File: src/rtl/fpu_issue_ctrl_if.sv
// Request, fpu-side and response-side signal bundle for fpu_issue_ctrl.
// The slave modport is the controller's view; master is the surrounding system.
`timescale 1ns/1ps
interface fpu_issue_ctrl_if;
  logic        req_valid_i;
  logic        req_ready_o;
  logic [15:0] req_opA_i;
  logic [15:0] req_opB_i;
  logic [1:0]  req_op_i;
  logic [1:0]  req_status_i;
  logic [15:0] fpu_opA_o;
  logic [15:0] fpu_opB_o;
  logic [1:0]  fpu_op_o;
  logic [1:0]  fpu_status_o;
  logic [15:0] fpu_result_i;
  logic [1:0]  fpu_status_i;
  logic        rsp_valid_o;
  logic        rsp_ready_i;
  logic [15:0] rsp_result_o;
  logic [1:0]  rsp_status_o;
  logic        idle_o;
  logic [15:0] perf_stall_o;

  modport slave (
    input  req_valid_i, req_opA_i, req_opB_i, req_op_i, req_status_i,
    input  fpu_result_i, fpu_status_i, rsp_ready_i,
    output req_ready_o, fpu_opA_o, fpu_opB_o, fpu_op_o, fpu_status_o,
    output rsp_valid_o, rsp_result_o, rsp_status_o, idle_o, perf_stall_o
  );

  modport master (
    output req_valid_i, req_opA_i, req_opB_i, req_op_i, req_status_i,
    output fpu_result_i, fpu_status_i, rsp_ready_i,
    input  req_ready_o, fpu_opA_o, fpu_opB_o, fpu_op_o, fpu_status_o,
    input  rsp_valid_o, rsp_result_o, rsp_status_o, idle_o, perf_stall_o
  );
endinterface

File: src/rtl/fpu_issue_ctrl.sv
// Issue/credit front end and result FIFO back end for a fixed-latency, non-stalling fpu.
// Define FPU_ISSUE_PERF_EN to build the saturating stall counter on perf_stall_o.
`timescale 1ns/1ps
module fpu_issue_ctrl #(
  parameter int PIPELINE_DEPTH    = 3,
  parameter int RESULT_FIFO_DEPTH = 4
) (
  input logic            clk,
  input logic            reset,
  fpu_issue_ctrl_if.slave io
);
  localparam int CW = $clog2(RESULT_FIFO_DEPTH + 1);
  localparam int AW = (RESULT_FIFO_DEPTH > 1) ? $clog2(RESULT_FIFO_DEPTH) : 1;
  localparam logic [CW-1:0] CRED_INIT = CW'(RESULT_FIFO_DEPTH);
  localparam logic [CW-1:0] ONE       = CW'(1);
  localparam logic [AW-1:0] LAST      = AW'(RESULT_FIFO_DEPTH - 1);

  logic [CW-1:0] credits;
  logic [CW-1:0] inflight;
  logic [CW-1:0] count;
  logic [AW-1:0] rd_ptr;
  logic [AW-1:0] wr_ptr;
  logic [17:0]   mem [RESULT_FIFO_DEPTH];
  logic          accept;
  logic          issue;
  logic          push;
  logic          pop;

  function automatic logic [AW-1:0] ptr_inc(input logic [AW-1:0] p);
    return (p == LAST) ? '0 : p + AW'(1);
  endfunction

  assign accept = io.req_valid_i && io.req_ready_o;
  assign issue  = accept && (io.req_status_i != 2'b00);
  // A result with nothing in flight is a leftover from before a reset.
  assign push   = (io.fpu_status_i != 2'b00) && (inflight != '0);
  assign pop    = io.rsp_valid_o && io.rsp_ready_i;

  assign io.req_ready_o  = (credits != '0);
  assign io.rsp_valid_o  = (count != '0);
  assign {io.rsp_status_o, io.rsp_result_o} = mem[rd_ptr];
  assign io.idle_o       = (inflight == '0) && (count == '0);

  always_ff @(posedge clk or posedge reset) begin
    if (reset) begin
      io.fpu_opA_o    <= 16'h0;
      io.fpu_opB_o    <= 16'h0;
      io.fpu_op_o     <= 2'b00;
      io.fpu_status_o <= 2'b00;
      credits         <= CRED_INIT;
      inflight        <= '0;
      count           <= '0;
      rd_ptr          <= '0;
      wr_ptr          <= '0;
    end else begin
      if (issue) begin
        io.fpu_opA_o    <= io.req_opA_i;
        io.fpu_opB_o    <= io.req_opB_i;
        io.fpu_op_o     <= io.req_op_i;
        io.fpu_status_o <= io.req_status_i;
      end else begin
        io.fpu_status_o <= 2'b00;
      end
      if (push) wr_ptr <= ptr_inc(wr_ptr);
      if (pop)  rd_ptr <= ptr_inc(rd_ptr);
      case ({issue, pop})
        2'b10:   credits <= credits - ONE;
        2'b01:   credits <= credits + ONE;
        default: ;
      endcase
      case ({issue, push})
        2'b10:   inflight <= inflight + ONE;
        2'b01:   inflight <= inflight - ONE;
        default: ;
      endcase
      case ({push, pop})
        2'b10:   count <= count + ONE;
        2'b01:   count <= count - ONE;
        default: ;
      endcase
    end
  end

  always_ff @(posedge clk) begin
    if (push) mem[wr_ptr] <= {io.fpu_status_i, io.fpu_result_i};
  end

`ifdef FPU_ISSUE_PERF_EN
  logic [15:0] stall_cnt;
  always_ff @(posedge clk or posedge reset) begin
    if (reset) begin
      stall_cnt <= 16'h0;
    end else if (io.req_valid_i && !io.req_ready_o && (stall_cnt != 16'hFFFF)) begin
      stall_cnt <= stall_cnt + 16'd1;
    end
  end
  assign io.perf_stall_o = stall_cnt;
`else
  assign io.perf_stall_o = 16'h0;
`endif

`ifndef SYNTHESIS
  // Credits reserve a slot per issued op, so the FIFO can never overflow.
  always_ff @(posedge clk) begin
    if (!reset) begin
      assert (!(push && (count == CRED_INIT) && !pop));
      assert ((int'(credits) + int'(inflight) + int'(count)) == RESULT_FIFO_DEPTH);
      assert (int'(inflight) <= PIPELINE_DEPTH + 1);
    end
  end
`endif
endmodule

File: src/flat_wrapper.sv
// flat-port wrapper written by rule: the top's interface ports become plain ports
module fpu_issue_ctrl_flat 
#(
  parameter int PIPELINE_DEPTH    = 3,
  parameter int RESULT_FIFO_DEPTH = 4
)
  (clk, reset, io_req_valid_i, io_req_opA_i, io_req_opB_i, io_req_op_i, io_req_status_i, io_fpu_result_i, io_fpu_status_i, io_rsp_ready_i, io_req_ready_o, io_fpu_opA_o, io_fpu_opB_o, io_fpu_op_o, io_fpu_status_o, io_rsp_valid_o, io_rsp_result_o, io_rsp_status_o, io_idle_o, io_perf_stall_o);
  fpu_issue_ctrl_if io_i ();
  input logic clk;
  input logic reset;
  input wire logic [$bits(io_i.req_valid_i)-1:0] io_req_valid_i;
  input wire logic [$bits(io_i.req_opA_i)-1:0] io_req_opA_i;
  input wire logic [$bits(io_i.req_opB_i)-1:0] io_req_opB_i;
  input wire logic [$bits(io_i.req_op_i)-1:0] io_req_op_i;
  input wire logic [$bits(io_i.req_status_i)-1:0] io_req_status_i;
  input wire logic [$bits(io_i.fpu_result_i)-1:0] io_fpu_result_i;
  input wire logic [$bits(io_i.fpu_status_i)-1:0] io_fpu_status_i;
  input wire logic [$bits(io_i.rsp_ready_i)-1:0] io_rsp_ready_i;
  output wire logic [$bits(io_i.req_ready_o)-1:0] io_req_ready_o;
  output wire logic [$bits(io_i.fpu_opA_o)-1:0] io_fpu_opA_o;
  output wire logic [$bits(io_i.fpu_opB_o)-1:0] io_fpu_opB_o;
  output wire logic [$bits(io_i.fpu_op_o)-1:0] io_fpu_op_o;
  output wire logic [$bits(io_i.fpu_status_o)-1:0] io_fpu_status_o;
  output wire logic [$bits(io_i.rsp_valid_o)-1:0] io_rsp_valid_o;
  output wire logic [$bits(io_i.rsp_result_o)-1:0] io_rsp_result_o;
  output wire logic [$bits(io_i.rsp_status_o)-1:0] io_rsp_status_o;
  output wire logic [$bits(io_i.idle_o)-1:0] io_idle_o;
  output wire logic [$bits(io_i.perf_stall_o)-1:0] io_perf_stall_o;
  assign io_i.req_valid_i = io_req_valid_i;
  assign io_i.req_opA_i = io_req_opA_i;
  assign io_i.req_opB_i = io_req_opB_i;
  assign io_i.req_op_i = io_req_op_i;
  assign io_i.req_status_i = io_req_status_i;
  assign io_i.fpu_result_i = io_fpu_result_i;
  assign io_i.fpu_status_i = io_fpu_status_i;
  assign io_i.rsp_ready_i = io_rsp_ready_i;
  assign io_req_ready_o = io_i.req_ready_o;
  assign io_fpu_opA_o = io_i.fpu_opA_o;
  assign io_fpu_opB_o = io_i.fpu_opB_o;
  assign io_fpu_op_o = io_i.fpu_op_o;
  assign io_fpu_status_o = io_i.fpu_status_o;
  assign io_rsp_valid_o = io_i.rsp_valid_o;
  assign io_rsp_result_o = io_i.rsp_result_o;
  assign io_rsp_status_o = io_i.rsp_status_o;
  assign io_idle_o = io_i.idle_o;
  assign io_perf_stall_o = io_i.perf_stall_o;
  fpu_issue_ctrl #(.PIPELINE_DEPTH(PIPELINE_DEPTH), .RESULT_FIFO_DEPTH(RESULT_FIFO_DEPTH)) u_core (.clk(clk), .reset(reset), .io(io_i));
endmodule
File: config.mk
export PLATFORM = sky130hd
export DESIGN_NAME = fpu_issue_ctrl_flat
export DESIGN_NICKNAME = d
export VERILOG_FILES = /design/src/rtl/fpu_issue_ctrl_if.sv /design/src/rtl/fpu_issue_ctrl.sv /design/src/flat_wrapper.sv
export SDC_FILE = /design/constraint.sdc
export NUM_CORES = 1
export LEC_CHECK = 0
export CAP_MARGIN = 10
export CORE_MARGIN = 8
export CORE_UTILIZATION = 44
export DETAILED_ROUTE_END_ITERATION = 12
export PLACE_DENSITY = 0.76
export RECOVER_POWER = 25
export SLEW_MARGIN = 20
export SYNTH_ARGS = -nofsm -noshare
export SYNTH_HDL_FRONTEND = slang
export SYNTH_SLANG_ARGS = --single-unit
File: constraint.sdc
create_clock -name clk -period 2.1 [get_ports clk]
set_input_delay 0.525 -clock clk [delete_from_list [all_inputs] [get_ports clk]]
set_output_delay 0.525 -clock clk [all_outputs]
set_load 0.1 [all_outputs]
==> impl_metrics.tcl, run 1 <==
set metrics [dict create \
    syn_to_final_growth_pct 44.6 \
    core_mm2 0.0112 \
    track_usage_pct 13.8 \
    violations "negative setup slack" \
    cts_max_path_buffers 2 \
    crit_path_end_kind "primary output" \
    post-route-period-util_pct 110 \
    antenna_found_initial 0 \
    drt_drc_violations_left 0 \
    cts_buffers 17 \
    setup_slack_ns -0.204 \
    overflow 0 \
    io_pins 131 \
    synth_ff_type "edfxtp_1" \
    syn_area_mm2 0.00497 \
    dpl.hpwl_um 6910 \
    status "finished, violations left" \
    slowest_delay_ns 0.53 \
    seq_area_frac_synth_pct 68.2 \
    cts_tree "yes" \
    synthCells 258 \
    crit_buf_inv 2 \
    insertedDiodeCount 0 \
    max_cap_viol_count 0 \
    cp_top_family "multiplexers" \
    num-nets-final 476 \
    grt_first_pass_wirelength_um 15600 \
    required_ns 1.57 \
    routed-via-count 2688 \
    start_kind "register" \
    viasPerCell 4.77 \
    worstPathArrival_ns 1.78 \
    dr.pass1.iters 4 \
    ys_ff_latch 121 \
    max-slew-margin-rel_pct 58.3 \
    io_buffers 114 \
    grt_max_degree 35 \
    first_global_vias 3051 \
    path_clk_slew_ns 0.06 \
    die_area_mm2 0.0150 \
    routed_wl_um 9830 \
    layout-drive-gt1-share_pct 43.6 \
    syn_avg_cell_area_um2 19.3 \
    rsz0062_at_grt "true" \
    synthArstFlopShare_pct 40.5 \
    clk_latency_ns 0.40 \
    hold_violations 0 \
    synth_edf_count 72 \
    clock-root-buffer "clkbuf_16" \
    row_count 39 \
    crit_fanout 9 \
    die_h_um 122 \
    synth_area_leaders "edfxtp_1 44%, dfrtp_1 24%, mux2_4 8.8%" \
    yosysUniqueCellTypes 29 \
    cts_sinks 121 \
    antenna_left 0 \
    crit_chain "clkbuf_16 -> mux4_2 -> buf_12" \
    hold_path_class "register to register" \
    wl_per_cell_um 17.5 \
    setup-tns-final_ns -3.63 \
    crit_type "register to primary output" \
    fin_crit_ns 2.30 \
    drtIter0Drc 100 \
    clock_skew_ns 0.00854 \
    synth_top_area_share_pct 43.5 \
    yosysWarnings 0 \
    synth.most_common_cell "edfxtp_1" \
    die_w_um 122 \
    finalSetupViolCount 21 \
    place_congestion 0.749 \
    slew_viol_final 0 \
    worst_pin_slew_ns 0.625 \
    fmax_ghz 0.434 \
    slowest_stage "mux4_2" \
    synth_area_leader_cell "edfxtp_1" \
    synth_common_cells "72 x edfxtp_1, 48 x dfrtp_1, 29 x mux2_4, 18 x mux4_2, 16 x buf_4" \
    cts_max_level 4 \
    final_util_pct 64.0 \
    start_util_pct 44.3 \
]
path summary, 6_finish.rpt:
check / from / to / slack (ns) / depth (start not counted)
worst max-delay path: u_core.rd_ptr[0] / io_rsp_result_o[9] / -0.20 / 3
worst min-delay path: u_core.count[2] / u_core.count[2] / 0.49 / 1
worst max register to register: u_core.credits[2] / u_core.credits[2] / 0.05 / 9
worst min register to register: u_core.count[2] / u_core.count[2] / 0.49 / 1
max in group asynchronous: reset / u_core.io.fpu_opA_o[0] / 0.72 / 3
min in group asynchronous: reset / u_core.credits[0] / 0.65 / 2
cells by family (layout without fill, tap and decap cells):
logic type,count (synthesis),after routing,synth area share (%)
simple gates,17,17,1.89
mux,57,57,19.1
buf+inv,38,185,5.29
other cells,1,16,0.0755
xor+xnor,9,9,1.59
fa+ha+maj,11,11,3.22
compound gates,4,4,0.604
flops,121,121,68.2
registers in the layout, summed over array words and instances, names as in the netlist:
name,count
u_core.mem,72
u_core.inflight,3
u_core.credits,3
u_core.count,3
u_core.wr_ptr,2
u_core.io.fpu_op_o,2
u_core.io.fpu_opB_o,16
u_core.rd_ptr,2
u_core.io.fpu_status_o,2
u_core.io.fpu_opA_o,16
layout make-up:
type	count	area [µm²]
sequential	121	3390
clock inverter	15	150
timing repair buffer	140	1550
fill	788	4040
clock buffer	17	425
multi-input combinational	114	1430
tap	143	179
inverter	13	56.3
timing repair:
| item | in CTS | in global routing |
|---|---|---|
| pin swaps | 5 | 0 |
| setup endpoints to repair | 21 | 23 |
| gates resized for setup | 2 | 3 |
| gates cloned | 0 | 1 |
| hold buffers | 0 | 0 |
| setup buffers | 0 | 5 |
stage by stage:
step | hold WS (ns) | setup slack, ns | instance area, µm² | cells
after floorplan | 0.443 | -0.436 | 5080 | 273
after global placement | 0.460 | -0.300 | 6540 | 525
after detailed placement | 0.478 | -0.408 | 6540 | 525
after CTS | 0.409 | -0.271 | 7120 | 557
after global routing | 0.513 | -0.275 | 7190 | 563
final | 0.494 | -0.204 | 7190 | 563
cell usage in the layout, fill, tap and decap left out, types with 9 or more instances in the layout:
cell type        count
clkbuf_16           18
conb_1              16
edfxtp_1            72
mux4_2              18
buf_4               54
clkdlybuf4s50_1     40
buf_12              27
dlygate4sd3_1       17
inv_1                9
mux2_4              29
dfrtp_1             47
per-layer routing:
layer	vias up	GRT usage [%]	share of wire, %
li1	1225	-	-
met1	1354	16.5	42
met2	101	20.6	47
met3	8	8.05	10
met4	0	4.80	0.89
met5	-	0	0
Power of run 1 is left out: the tool's default activity adds up to more than one toggle a clock period on the data nets, which glitch-free logic cannot reach.
==> run 2, diff against run 1 <==
- ABC_AREA: not set -> 1
- CORE_MARGIN: 8 -> 2
==> run 2 against run 1 <==
- sequential cell count unchanged
- non-clock buffer count increased by 2
- cell count increased by 39%
- fmax increased by 5.9%
- largest cell class unchanged
- cell area increased by 4.8%
- the flow finishes with violations (design-rule violations, negative setup slack)
==> impl_metrics.tcl, run 2 <==
set metrics [dict create \
    die_w_um 113 \
    drt_drc_violations_left 8 \
    rr_worst_depth 11 \
    clock_power_share_pct 52.2 \
    synth_area_leaders "edfxtp_1 41%, dfrtp_1 23%, nand2_1 9.3%" \
    overflow 0 \
    layout_commonest_cell "nand2_1" \
    io_buffers 114 \
    regMostFlops "u_core.mem" \
    pre_cts_ws_ns -0.352 \
    cp_top_family "flip-flops" \
    synth_area_leader_cell "edfxtp_1" \
    layout-drive-gt1-share_pct 22.3 \
    cts_max_level 4 \
    synth_common_cells "130 x nand2_1, 72 x edfxtp_1, 63 x inv_1, 48 x dfrtp_1, 43 x nand3_1" \
    p_seq_share_pct 42.8 \
    r2r_slack_ns 0.24 \
    routed-via-count 3781 \
    nFillCells 847 \
    crit_type "register to primary output" \
    regToRegEndpoint "u_core.credits[2]" \
    status "finished, violations left" \
    synth_ff_type "edfxtp_1" \
    max_cap_viol_count 0 \
    grt_max_degree 40 \
    worstReg2RegStart "u_core.credits[0]" \
    rsz0062_at_grt "true" \
    num-nets-final 693 \
    drtIter0Drc 158 \
    startpoint "u_core.rd_ptr[1]" \
    ys_ff_latch 121 \
    placed_area_mm2 0.00677 \
    antenna_found_initial 0 \
    synthCells 485 \
    fmax_ghz 0.460 \
    hold_path_class "register to register" \
    seq_area_frac_synth_pct 64.9 \
    violations "design-rule violations, negative setup slack" \
    cts_sinks 121 \
    wl_per_cell_um 14.0 \
    io_pins 131 \
    stdcell_count 780 \
    path_clk_slew_ns 0.06 \
    slowest_stage "dfrtp_2" \
    hold_slack_ns 0.465 \
    syn_to_final_growth_pct 44.2 \
    clk_latency_ns 0.41 \
    place_congestion 0.741 \
    worstPathArrival_ns 1.65 \
    worst_pin_slew_ns 0.780 \
    track_usage_pct 17.0 \
    yosysUniqueCellTypes 26 \
    synth_top_area_share_pct 41.4 \
    grt_first_pass_wirelength_um 17000 \
    start_util_pct 45.4 \
    hold_violations 0 \
    crit_buf_inv 2 \
    post-route-period-util_pct 104 \
    slew_viol_final 0 \
    cts_tree "yes" \
    internal-power_uw 4550 \
    clock-root-buffer "clkbuf_16" \
    hold_end "u_core.count[0]" \
    hold_start "u_core.count[0]" \
    p_sw_uw 1350 \
    sw_frac_of_total_pct 22.9 \
    synthArstFlopShare_pct 40.5 \
    antenna_left 0 \
    cts_hold_buf 0 \
    syn_area_mm2 0.00522 \
    setup_slack_ns -0.0753 \
    core_mm2 0.0115 \
    dp_cells 742 \
    start_kind "register" \
    clock_skew_ns 0.00770 \
    cts_max_path_buffers 2 \
    yosysWarnings 0 \
    powerDensity_mw_per_mm2 784 \
    holdPathStages 1 \
    required_ns 1.57 \
    routed_wl_um 10900 \
    slowest_delay_ns 0.50 \
    p_comb_share_pct 5.0 \
    dr.pass1.iters 10 \
    layout_common_cells "130 x nand2_1, 72 x edfxtp_1, 63 x inv_1" \
    first_global_vias 3772 \
    dpl.hpwl_um 7270 \
    crit_fanout 9 \
    viasPerCell 4.85 \
    insertedDiodeCount 0 \
    row_count 39 \
    die_h_um 113 \
    synth.most_common_cell "nand2_1" \
    die_area_mm2 0.0128 \
    final_util_pct 65.4 \
    top_regs "u_core.mem x72, u_core.io.fpu_opA_o x16, u_core.io.fpu_opB_o x16" \
    largest_register_ffs 72 \
    leakagePower_uw 0.00342 \
    synth_edf_count 72 \
    crit_path_end_kind "primary output" \
    crit_chain "clkbuf_16 -> a21oi_1 -> o21ai_0 -> nand2_1 -> buf_12" \
    cts_buffers 17 \
    max-slew-margin-rel_pct 48.0 \
    stdcell_area_mm2 0.00753 \
    fin_crit_ns 2.18 \
    peakVddDrop_v 0.000699 \
    finalSetupViolCount 14 \
    syn_avg_cell_area_um2 10.8 \
]
## run 2: cell count changes in the layout (fill, tap and decap cells not counted), sizes merged, moves of 7 or more
cell and delta:
nand2 +130, inv +56, nand3 +43, mux2 -37, a21oi +18, mux4 -18
o211ai +18, o21ai +18, nor2 +7
## run 2: through the flow
| step | setup TNS [ns] | power [µW] |
|---|---|---|
| detailed placement | -1.49 | 2870 |
| global route | -1.67 | 6080 |
| finish | -0.395 | 5900 |
| global placement | -0.965 | 2870 |
| floorplan | 0 | 2760 |
| CTS | -0.737 | 5970 |
## run 2: routing by layer
metal / share of wire [%] / track usage (%)
met1: 40 / 20.3
met3: 8.6 / 6.64
met2: 50 / 27.8
met4: 1.2 / 6.50
met5: 0 / 0
## run 2: worst register-to-register path, cell delays in order, from the launching register on
cell and delay (ns):
dfrtp_1 0.44, nor2_2 0.18, nand2_4 0.11, nand2_8 0.09
ha_1 0.17, inv_1 0.08, fa_1 0.39, inv_1 0.08
nand2_1 0.07, nand3_1 0.08, nand2_1 0.06, nand2_1 0.07
## run 2: kinds of logic (layout without fill, tap and decap cells)
logic type	count (synthesis)	after routing	synth area share [%]
and+or+nand+nor	192	192	15.9
DFF	121	121	64.9
buffers and inverters	101	238	9.32
AOI/OAI and AO/OA	56	56	6.23
adders and majority gates	11	11	3.07
xor gates and xnor gates	3	3	0.503
other	1	16	0.0718
## run 2: final cells by class
| type | instances | area, µm² | area share (%) |
|---|---|---|---|
| well taps | 143 | 179 | 2.38 |
| flip-flops and latches | 121 | 3390 | 45.0 |
| inverters | 64 | 240 | 3.19 |
| clock buffers | 17 | 425 | 5.65 |
| multi-input cells | 278 | 1470 | 19.5 |
| repair buffers | 142 | 1620 | 21.6 |
| clock inverters | 15 | 206 | 2.74 |
## run 2: power groups by stage
stage | registers [µW] | clock network (µW) | logic (µW)
after CTS | 2520 | 3140 | 301
final | 2520 | 3080 | 294
after global routing | 2520 | 3240 | 310
after detailed placement | 2570 | 0 | 300
after global placement | 2570 | 0 | 297
after floorplan | 2570 | 0 | 183
## run 2: worst max-delay path by stage
stage,end,slack [ns],cells past startpoint
global placement,u_core.count[2],-0.26,10
CTS,io_rsp_result_o[1],-0.06,5
global route,io_rsp_result_o[3],-0.15,5
floorplan,io_rsp_result_o[0],0.02,5
finish,io_rsp_result_o[3],-0.08,5
detailed placement,u_core.count[2],-0.35,10
## run 2: repair_timing
action                                  CTS  global route
cloned                                    0             3
pin swaps                                 0             2
hold endpoints to repair                  0             0
gates resized for setup                  10            11
endpoints found under the setup margin   17            19
buffers inserted                          1             2
(Power assumes the default switching activity.)
